--- config.mk ---
export PLATFORM = sky130hd
export DESIGN_NAME = session_controller
export DESIGN_NICKNAME = d
export VERILOG_FILES = /design/src/rtl/session_controller.sv
export SDC_FILE = /design/constraint.sdc
export NUM_CORES = 1
export LEC_CHECK = 0
export CELL_PAD_IN_SITES_DETAIL_PLACEMENT = 0
export CELL_PAD_IN_SITES_GLOBAL_PLACEMENT = 2
export CORE_ASPECT_RATIO = 1.2
export CORE_MARGIN = 2
export CORE_UTILIZATION = 34
export CTS_BUF_LIST = sky130_fd_sc_hd__clkbuf_8
export DETAILED_ROUTE_END_ITERATION = 16
export GPL_ROUTABILITY_DRIVEN = 0
export PLACE_DENSITY = 0.95
export SYNTH_ARGS = -nofsm -noshare
export SYNTH_HDL_FRONTEND = slang
export SYNTH_SLANG_ARGS = --single-unit
--- constraint.sdc ---
create_clock -name clk -period 4.4 [get_ports clk]
set_input_delay 0.88 -clock clk [delete_from_list [all_inputs] [get_ports clk]]
set_output_delay 0.88 -clock clk [all_outputs]
set_load 0.005 [all_outputs]
--- src/rtl/session_controller.sv ---
// session_controller: login, lockout, menu and mode dispatch sequencer gating the shared buttons
module session_controller #(
    parameter int ID_W           = 16,
    parameter int SW_W           = 18,
    parameter int NUM_MODES      = 2,
    parameter int MSEL_W         = 3,
    parameter int MAX_TRIES      = 3,
    parameter int LOCKOUT_CYCLES = 1000,
    parameter int RESP_TIMEOUT   = 255,
    parameter int IDLE_TIMEOUT   = 100000
) (
    input  logic                 clk,
    input  logic                 rst,
    input  logic [SW_W-1:0]      switches,
    input  logic [2:0]           buttons,
    input  logic                 access_valid,
    input  logic                 access_ok,
    input  logic [NUM_MODES-1:0] mode_done,
    output logic [ID_W-1:0]      pw_data,
    output logic                 pw_load,
    output logic [ID_W-1:0]      user_id,
    output logic [NUM_MODES-1:0] mode_sel,
    output logic [2:0]           btn_route,
    output logic [2:0]           lcd_code,
    output logic [3:0]           led_code,
    output logic                 locked
);
    typedef enum logic [2:0] {IDLE, AUTH, WAIT, LOCKOUT, MENU, RUN} state_t;
    localparam int FW = $clog2(MAX_TRIES + 1);
    localparam int LW = $clog2(LOCKOUT_CYCLES + 1);
    localparam int RW = $clog2(RESP_TIMEOUT + 1);
    localparam int IW = $clog2(IDLE_TIMEOUT + 1);
    localparam int CW = LW > RW ? (LW > IW ? LW : IW) : (RW > IW ? RW : IW);
    state_t state, state_n;
    logic [2:0] prev, rise;
    logic [CW-1:0] cnt, cnt_n;
    logic [FW-1:0] fail, fail_n;
    logic [MSEL_W-1:0] k, k_n;
    logic bad, bad_n, load_n;
    logic [ID_W-1:0] pw_n, uid_n;
    logic [NUM_MODES-1:0] sel_n;
    logic [2:0] route_n, lcd_n;
    logic [3:0] led_n;
    logic unused;
    assign unused = ^switches;
    always_comb begin
        rise = buttons & ~prev;
        state_n = state;
        cnt_n = &cnt ? cnt : cnt + 1'b1;
        fail_n = fail;
        k_n = k;
        bad_n = bad;
        pw_n = pw_data;
        uid_n = user_id;
        load_n = 1'b0;
        case (state)
            IDLE: if (rise[0]) state_n = AUTH;
            AUTH: if (rise[0]) begin
                pw_n = switches[ID_W-1:0];
                uid_n = switches[ID_W-1:0];
                load_n = 1'b1;
                state_n = WAIT;
            end
            WAIT: if (access_valid && access_ok) begin
                fail_n = '0;
                state_n = MENU;
            end else if (access_valid || cnt == CW'(RESP_TIMEOUT)) begin
                fail_n = &fail ? fail : fail + 1'b1;
                state_n = fail_n == FW'(MAX_TRIES) ? LOCKOUT : AUTH;
            end
            LOCKOUT: if (cnt == CW'(LOCKOUT_CYCLES - 1)) begin
                fail_n = '0;
                state_n = AUTH;
            end
            MENU: begin
                if (|rise) bad_n = 1'b0;
                if (rise[0]) begin
                    uid_n = '0;
                    state_n = IDLE;
                end else if (rise[1]) begin
                    if (int'(switches[MSEL_W-1:0]) < NUM_MODES) begin
                        k_n = switches[MSEL_W-1:0];
                        state_n = RUN;
                    end else bad_n = 1'b1;
                end else if (rise[2]) begin
                    k_n = '0;
                    state_n = RUN;
                end else if (cnt == CW'(IDLE_TIMEOUT)) begin
                    uid_n = '0;
                    state_n = IDLE;
                end
            end
            RUN: if (|(mode_done & mode_sel)) state_n = MENU;
            default: state_n = IDLE;
        endcase
        // every counter restarts from zero on state entry; MENU also restarts on any edge
        if (state_n != state || (state == MENU && |rise)) cnt_n = '0;
        if (state_n != MENU) bad_n = 1'b0;
        sel_n = state_n == RUN ? NUM_MODES'(1) << k_n : '0;
        route_n = state_n == RUN ? 3'(k_n) + 3'd1 : 3'd0;
        lcd_n = state_n == IDLE ? 3'd0 : (state_n == AUTH || state_n == WAIT) ? 3'd1 :
                state_n == LOCKOUT ? 3'd4 : state_n == MENU ? (bad_n ? 3'd6 : 3'd3) : 3'd5;
        led_n = state_n == LOCKOUT ? 4'd8 : (state_n == MENU || state_n == RUN) ? 4'd2 :
                ((state_n == AUTH || state_n == WAIT) && fail_n != '0) ? 4'd1 : 4'd0;
    end
    always_ff @(posedge clk) begin
        if (!rst) begin
            state <= IDLE;
            prev <= 3'b111;
            cnt <= '0;
            fail <= '0;
            k <= '0;
            bad <= 1'b0;
            pw_data <= '0;
            pw_load <= 1'b0;
            user_id <= '0;
            mode_sel <= '0;
            btn_route <= '0;
            lcd_code <= '0;
            led_code <= '0;
            locked <= 1'b0;
        end else begin
            state <= state_n;
            prev <= buttons;
            cnt <= cnt_n;
            fail <= fail_n;
            k <= k_n;
            bad <= bad_n;
            pw_data <= pw_n;
            pw_load <= load_n;
            user_id <= uid_n;
            mode_sel <= sel_n;
            btn_route <= route_n;
            lcd_code <= lcd_n;
            led_code <= led_n;
            locked <= state_n == LOCKOUT;
        end
    end
endmodule

==> flow_summary.toml, run 1 <==
[synthesis]
ys_seq_area_share_pct = 44.1
synth-seq-cells = 73
synth.distinct_cells = 55
synthTopCellsByArea = "dfxtp_1 44%, nand2_1 7.6%, a21boi_0 7.3%"
yosysTopAreaCell = "dfxtp_1"
synth_edf_count = 0
synth_common_cells = "73 x dfxtp_1, 67 x nand2_1, 32 x a21boi_0"
yosysWarnings = 0
synthesis.nets = 400
async_flop_share_pct = 0
yosysTopAreaCellShare_pct = 44.1
synthesis.area_um2 = 3310
yosysMostFrequentCell = "dfxtp_1"
netlist_instances = 369
synth_flop_cell = "dfxtp_1"
avgSynthCellArea_um2 = 8.97

[power]
pwr_density_cell_nw_per_um2 = 311
leakage_nw = 1.46
ir_worst_vdd_mv = 0.156

[global_routing]
grt_max_degree = 51
antenna_found_initial = 0
grt_pass1_vias = 2633
grt_overflow_total = 0
grt_pass1_wl_um = 12200
grt_usage_pct = 14.5

[sta]
setup_ws_ps = 1300
finalHoldViolations = 0
fin_crit_ps = 3100
fin_setup_tns_ps = 0
rsz0062_at_grt = "no"
relSlewSlack_pct = 24.9
tightest_slew_ps = 1120
final.period_utilization_pct = 70.5
skew_ps = 11.4
setup_viol = 0
finalMaxSlewViolations = 0
fmax_ghz = 0.322

[drt]
vias_per_cell = 4.90
drt_wl_total_um = 7350
num_vias = 2734
postRouteAntennaNets = 0
drt_iter0_markers = 94
drc = 0
route.detailed.wl_per_inst_um = 13.2
detail_route.first_pass.iterations = 4

[final_layout]
antenna_cells = 0
fin_cells = 558
design_area_um2 = 4280
final_nets = 461
layout-drive-gt1-share_pct = 11.0
synthToLayoutAreaGrowth_pct = 29.2
final_core_utilization_pct = 44.9

[hold_path]
min_to = "user_id[4]"
worstHoldStart = "user_id[4]"
holdPathStages = 2
worst_hold_path_type = "flop to flop"

[clock_tree]
cts_tree = "yes"
clk_latency_ps = 350
cts_hold_buffers = 0
cts_made_buffers = 9
cts_resized = 0
clock_path_buffers = 2
cts.sinks = 73
clock-root-buffer = "clkbuf_8"
htree_levels = 3
cts_setup_buffers = 0
path_clk_slew_ps = 80

[place]
placed_cells = 542
io_buffers = 69
place_ws_ps = 941
dp_hpwl_um = 5350
placed_cell_area_um2 = 4060

[setup_path]
rr_startpoint = "cnt[0]"
rrSetupSlack_ps = 1570
cp.required_ps = 4580
r2r-end = "cnt[0]"
crit_path_max_incr_delay_ps = 860
cp_slowest_cell = "xnor2_2"
path_cells = "clkdlybuf4s50_1 -> nor3b_1 -> xnor2_1 -> nor2_1 -> nor3b_2 -> buf_4 -> xnor2_2 -> nor3_1"
r2r_cells = 8
critical_path_class = "input pin to flop"
crit_arrival_ps = 3280
worstSetupEndpointType = "flop"
startpoint_type = "input pin"
path_max_fanout = 17

[floorplan]
initial_core_util_pct = 34.8
rows = 39
die_area_um2 = 10500
die_h_um = 112
fp.coreArea_um2 = 9520
die_x_um = 94.1
num_io_pins = 73

[status]
outcome = "finished clean"

[run]
drv_cap = 0
## report_power, final
part	switching [W]	internal (W)
Combinational	0.0000530	0.0000486
Sequential	0.00000816	0.000669
Clock	0.000254	0.000296
## placed cells by master, fill, tap and decap left out, types with 2 or more instances in the layout
master and n:
a21boi_0 32, a21oi_1 3, a21oi_2 2, a22oi_1 2, a31oi_1 2, and2_1 7, and3_1 5, buf_4 4
clkbuf_8 11, clkdlybuf4s50_1 69, clkinvlp_4 2, dfxtp_1 73, ha_1 4, inv_1 5, mux2i_1 2, nand2_1 67
nand2b_1 9, nand3_1 12, nand4_1 8, nor2_1 18, nor2b_1 10, nor3_1 9, nor3_2 12, nor3b_1 2
nor3b_2 3, o211ai_1 2, o21a_1 3, o21ai_0 11, or3b_4 2, xnor2_1 4, xor2_1 13
## critical path: cells and delay by family
family / cells / cell delay, ps
xor gates and xnor gates: 2 / 970
buffers and inverters: 2 / 690
and+or+nand+nor: 4 / 740
## metrics by stage
step	hold slack (ps)	power, W
CTS	468	0.00135
detailed placement	456	0.000795
finish	463	0.00133
global placement	451	0.000794
floorplan	460	0.000754
global route	483	0.00139
## worst max-delay path by stage
| stage | from | end | slack (ps) | cells after the start |
|---|---|---|---|---|
| 2_1_floorplan | buttons[1] | cnt[10] | 1990 | 7 |
| 3_3_place_gp | access_valid | cnt[4] | 960 | 8 |
| 3_5_place_dp | access_valid | cnt[3] | 940 | 8 |
| 4_1_cts | access_valid | cnt[3] | 1300 | 8 |
| 5_1_grt | buttons[0] | cnt[3] | 1090 | 8 |
| 6_report | buttons[0] | cnt[0] | 1300 | 8 |
## routing by layer
layer | part of all wire [%] | vias to the layer above | track usage [%]
li1 | - | 1380 | -
met1 | 44 | 1282 | 16.6
met4 | 1.9 | 0 | 5.80
met5 | 0 | - | 0
met3 | 4.1 | 13 | 2.75
met2 | 50 | 59 | 26.0
## area by class of cell
| class | count | area (um^2) |
|---|---|---|
| clock buffers | 11 | 151 |
| clock inverters | 5 | 62.6 |
| fillers | 962 | 5240 |
| inverters | 5 | 18.8 |
| multi-input cells | 268 | 1710 |
| flip-flops and latches | 73 | 1460 |
| well taps | 123 | 154 |
| repair buffers | 73 | 721 |
## flip-flops by register name, indices dropped and copies added, names as in the netlist
signal / count
cnt: 17
mode_sel: 2
led_code: 3
prev: 3
k: 3
user_id: 16
fail: 2
lcd_code: 3
pw_data: 16
pw_load: 1
state: 3
btn_route: 3
bad: 1
## cell families (layout without fill, tap and decap cells)
| group | count (synthesis) | count (layout) | synth area share (%) |
|---|---|---|---|
| AND/OR/NAND/NOR | 176 | 176 | 29.6 |
| XOR/XNOR | 18 | 18 | 4.99 |
| other | 1 | 1 | 0.113 |
| adder cells (fa/ha/maj) | 4 | 4 | 1.51 |
| multiplexers | 3 | 3 | 0.945 |
| buffers and inverters | 28 | 94 | 4.27 |
| flip-flops | 73 | 73 | 44.1 |
| AO/OA/AOI/OAI | 66 | 66 | 14.5 |
(Power assumes the default switching activity.)
==> run 2: changes to the inputs <==
Settings changed: CORE_UTILIZATION 34 to 28, PLACE_DENSITY 0.95 to 0.88.
Clock period 4.4 ns to 2.7 ns, I/O delays scaled along.
==> run 2 against run 1 <==
- utilization down 7.0 points
- worst setup slack worse by 970 ps
- final cell count up 7.3%
==> flow_summary.toml, run 2 (same netlist as run 1, synthesis figures left out) <==
[drt]
drc = 0
drt_wl_total_um = 7800
detail_route.first_pass.iterations = 4
num_vias = 2768
route.detailed.wl_per_inst_um = 13.0
postRouteAntennaNets = 0
drt_iter0_markers = 130
vias_per_cell = 4.62

[clock_tree]
cts_hold_buffers = 0
path_clk_slew_ps = 80
cts.sinks = 73
cts_setup_buffers = 0
cts_tree = "yes"
clk_latency_ps = 360
htree_levels = 3
cts_made_buffers = 9
clock_path_buffers = 2
cts_resized = 0
clock-root-buffer = "clkbuf_8"

[setup_path]
r2r_cells = 8
worstSetupEndpointType = "flop"
path_max_fanout = 17
crit_arrival_ps = 2620
cp.required_ps = 2940
critical_path_class = "flop to flop"
startpoint_type = "flop"

[global_routing]
grt_pass1_vias = 2662
grt_usage_pct = 13.0
grt_max_degree = 32
grt_pass1_wl_um = 12800
grt_overflow_total = 0
antenna_found_initial = 0

[sta]
fin_crit_ps = 2370
setup_viol = 0
finalMaxSlewViolations = 0
tightest_slew_ps = 727
final.period_utilization_pct = 87.9
fin_setup_tns_ps = 0
fmax_ghz = 0.422
finalHoldViolations = 0
skew_ps = 8.07
rsz0062_at_grt = "no"
timing.hold.ws_ps = 459
relSlewSlack_pct = 51.1

[floorplan]
initial_core_util_pct = 28.6
die_area_um2 = 12700
rows = 43
fp.coreArea_um2 = 11600
die_x_um = 103
num_io_pins = 73
die_h_um = 123

[power]
clkPwrFrac_pct = 42.4
leakage_nw = 1.50
pwr_density_cell_nw_per_um2 = 509
share_comb_of_total_power_pct = 8.2
p_seq_share_pct = 49.4
sw_frac_of_total_pct = 23.7
ir_worst_vdd_mv = 0.188
switching_power_w = 0.000530
power.internal_w = 0.00170

[final_layout]
final_cell_mix = "73 x dfxtp_1, 69 x clkdlybuf4s50_1, 67 x nand2_1"
antenna_cells = 0
multi_input_comb_area_um2 = 1710
largest_register = "cnt"
layout-drive-gt1-share_pct = 12.2
final_nets = 468
synthToLayoutAreaGrowth_pct = 32.6
final_common_cell = "dfxtp_1"
nFillCells = 1222
largest_reg_flops = 17
top_regs = "cnt: 17 flops, pw_data: 16 flops, user_id: 16 flops"
seq_area_um2 = 1460

[place]
io_buffers = 69
dp_hpwl_um = 5830

[run]
drv_cap = 0

[hold_path]
holdPathStages = 2
worst_hold_path_type = "flop to flop"

[status]
outcome = "finished clean"
==> run 2: power by group through the flow <==
stage               registers [W]  clock network, W  logic (W)
floorplan                 0.00112                 0   0.000105
global placement          0.00113                 0   0.000184
detailed placement        0.00113                 0   0.000185
CTS                       0.00110          0.000981   0.000186
global route              0.00111           0.00103   0.000202
finish                    0.00110          0.000946   0.000183
==> run 2: path summary, 6_finish.rpt <==
kind	slack, ps	end	startpoint
worst min-delay path	460	pw_data[3]	pw_data[3]
worst min register to register	460	pw_data[3]	pw_data[3]
worst max register to register	330	cnt[0]	cnt[0]
worst max-delay path	330	cnt[0]	cnt[0]
==> run 2: final cells by class <==
| class | instances | share of cell area [%] |
|---|---|---|
| Multi-Input combinational cell | 268 | 38.9 |
| Sequential cell | 73 | 33.3 |
| Timing Repair Buffer | 80 | 17.9 |
| Tap cell | 157 | 4.47 |
| Clock buffer | 9 | 2.82 |
| Clock inverter | 7 | 2.19 |
| Inverter | 5 | 0.427 |
==> run 2: routing by layer <==
layer	vias up	GRT usage (%)	part of all wire [%]
met5	-	0	0
met3	10	3.90	4.9
met2	74	22.9	49
met1	1294	14.6	44
li1	1390	-	-
met4	0	5.18	1.6
==> run 2: worst max-delay path, stage by stage, from the launching register on <==
cell and delay [ps]:
dfxtp_1 380, ha_1 200, nor4b_2 390, nand3_2 180, o31ai_1 410, a21boi_1 220
a211o_1 130, buf_4 260, nor3_1 90
==> run 2: stage by stage <==
stage	cells	total power, W	instance area [um^2]	util, %	setup slack (ps)
finish	599	0.00223	4390	38.0	328
CTS	599	0.00227	4390	38.0	293
detailed placement	583	0.00131	4170	36.1	48.9
global route	599	0.00234	4390	38.0	50.2
floorplan	369	0.00123	3310	-	598
global placement	583	0.00131	4170	36.1	83.7
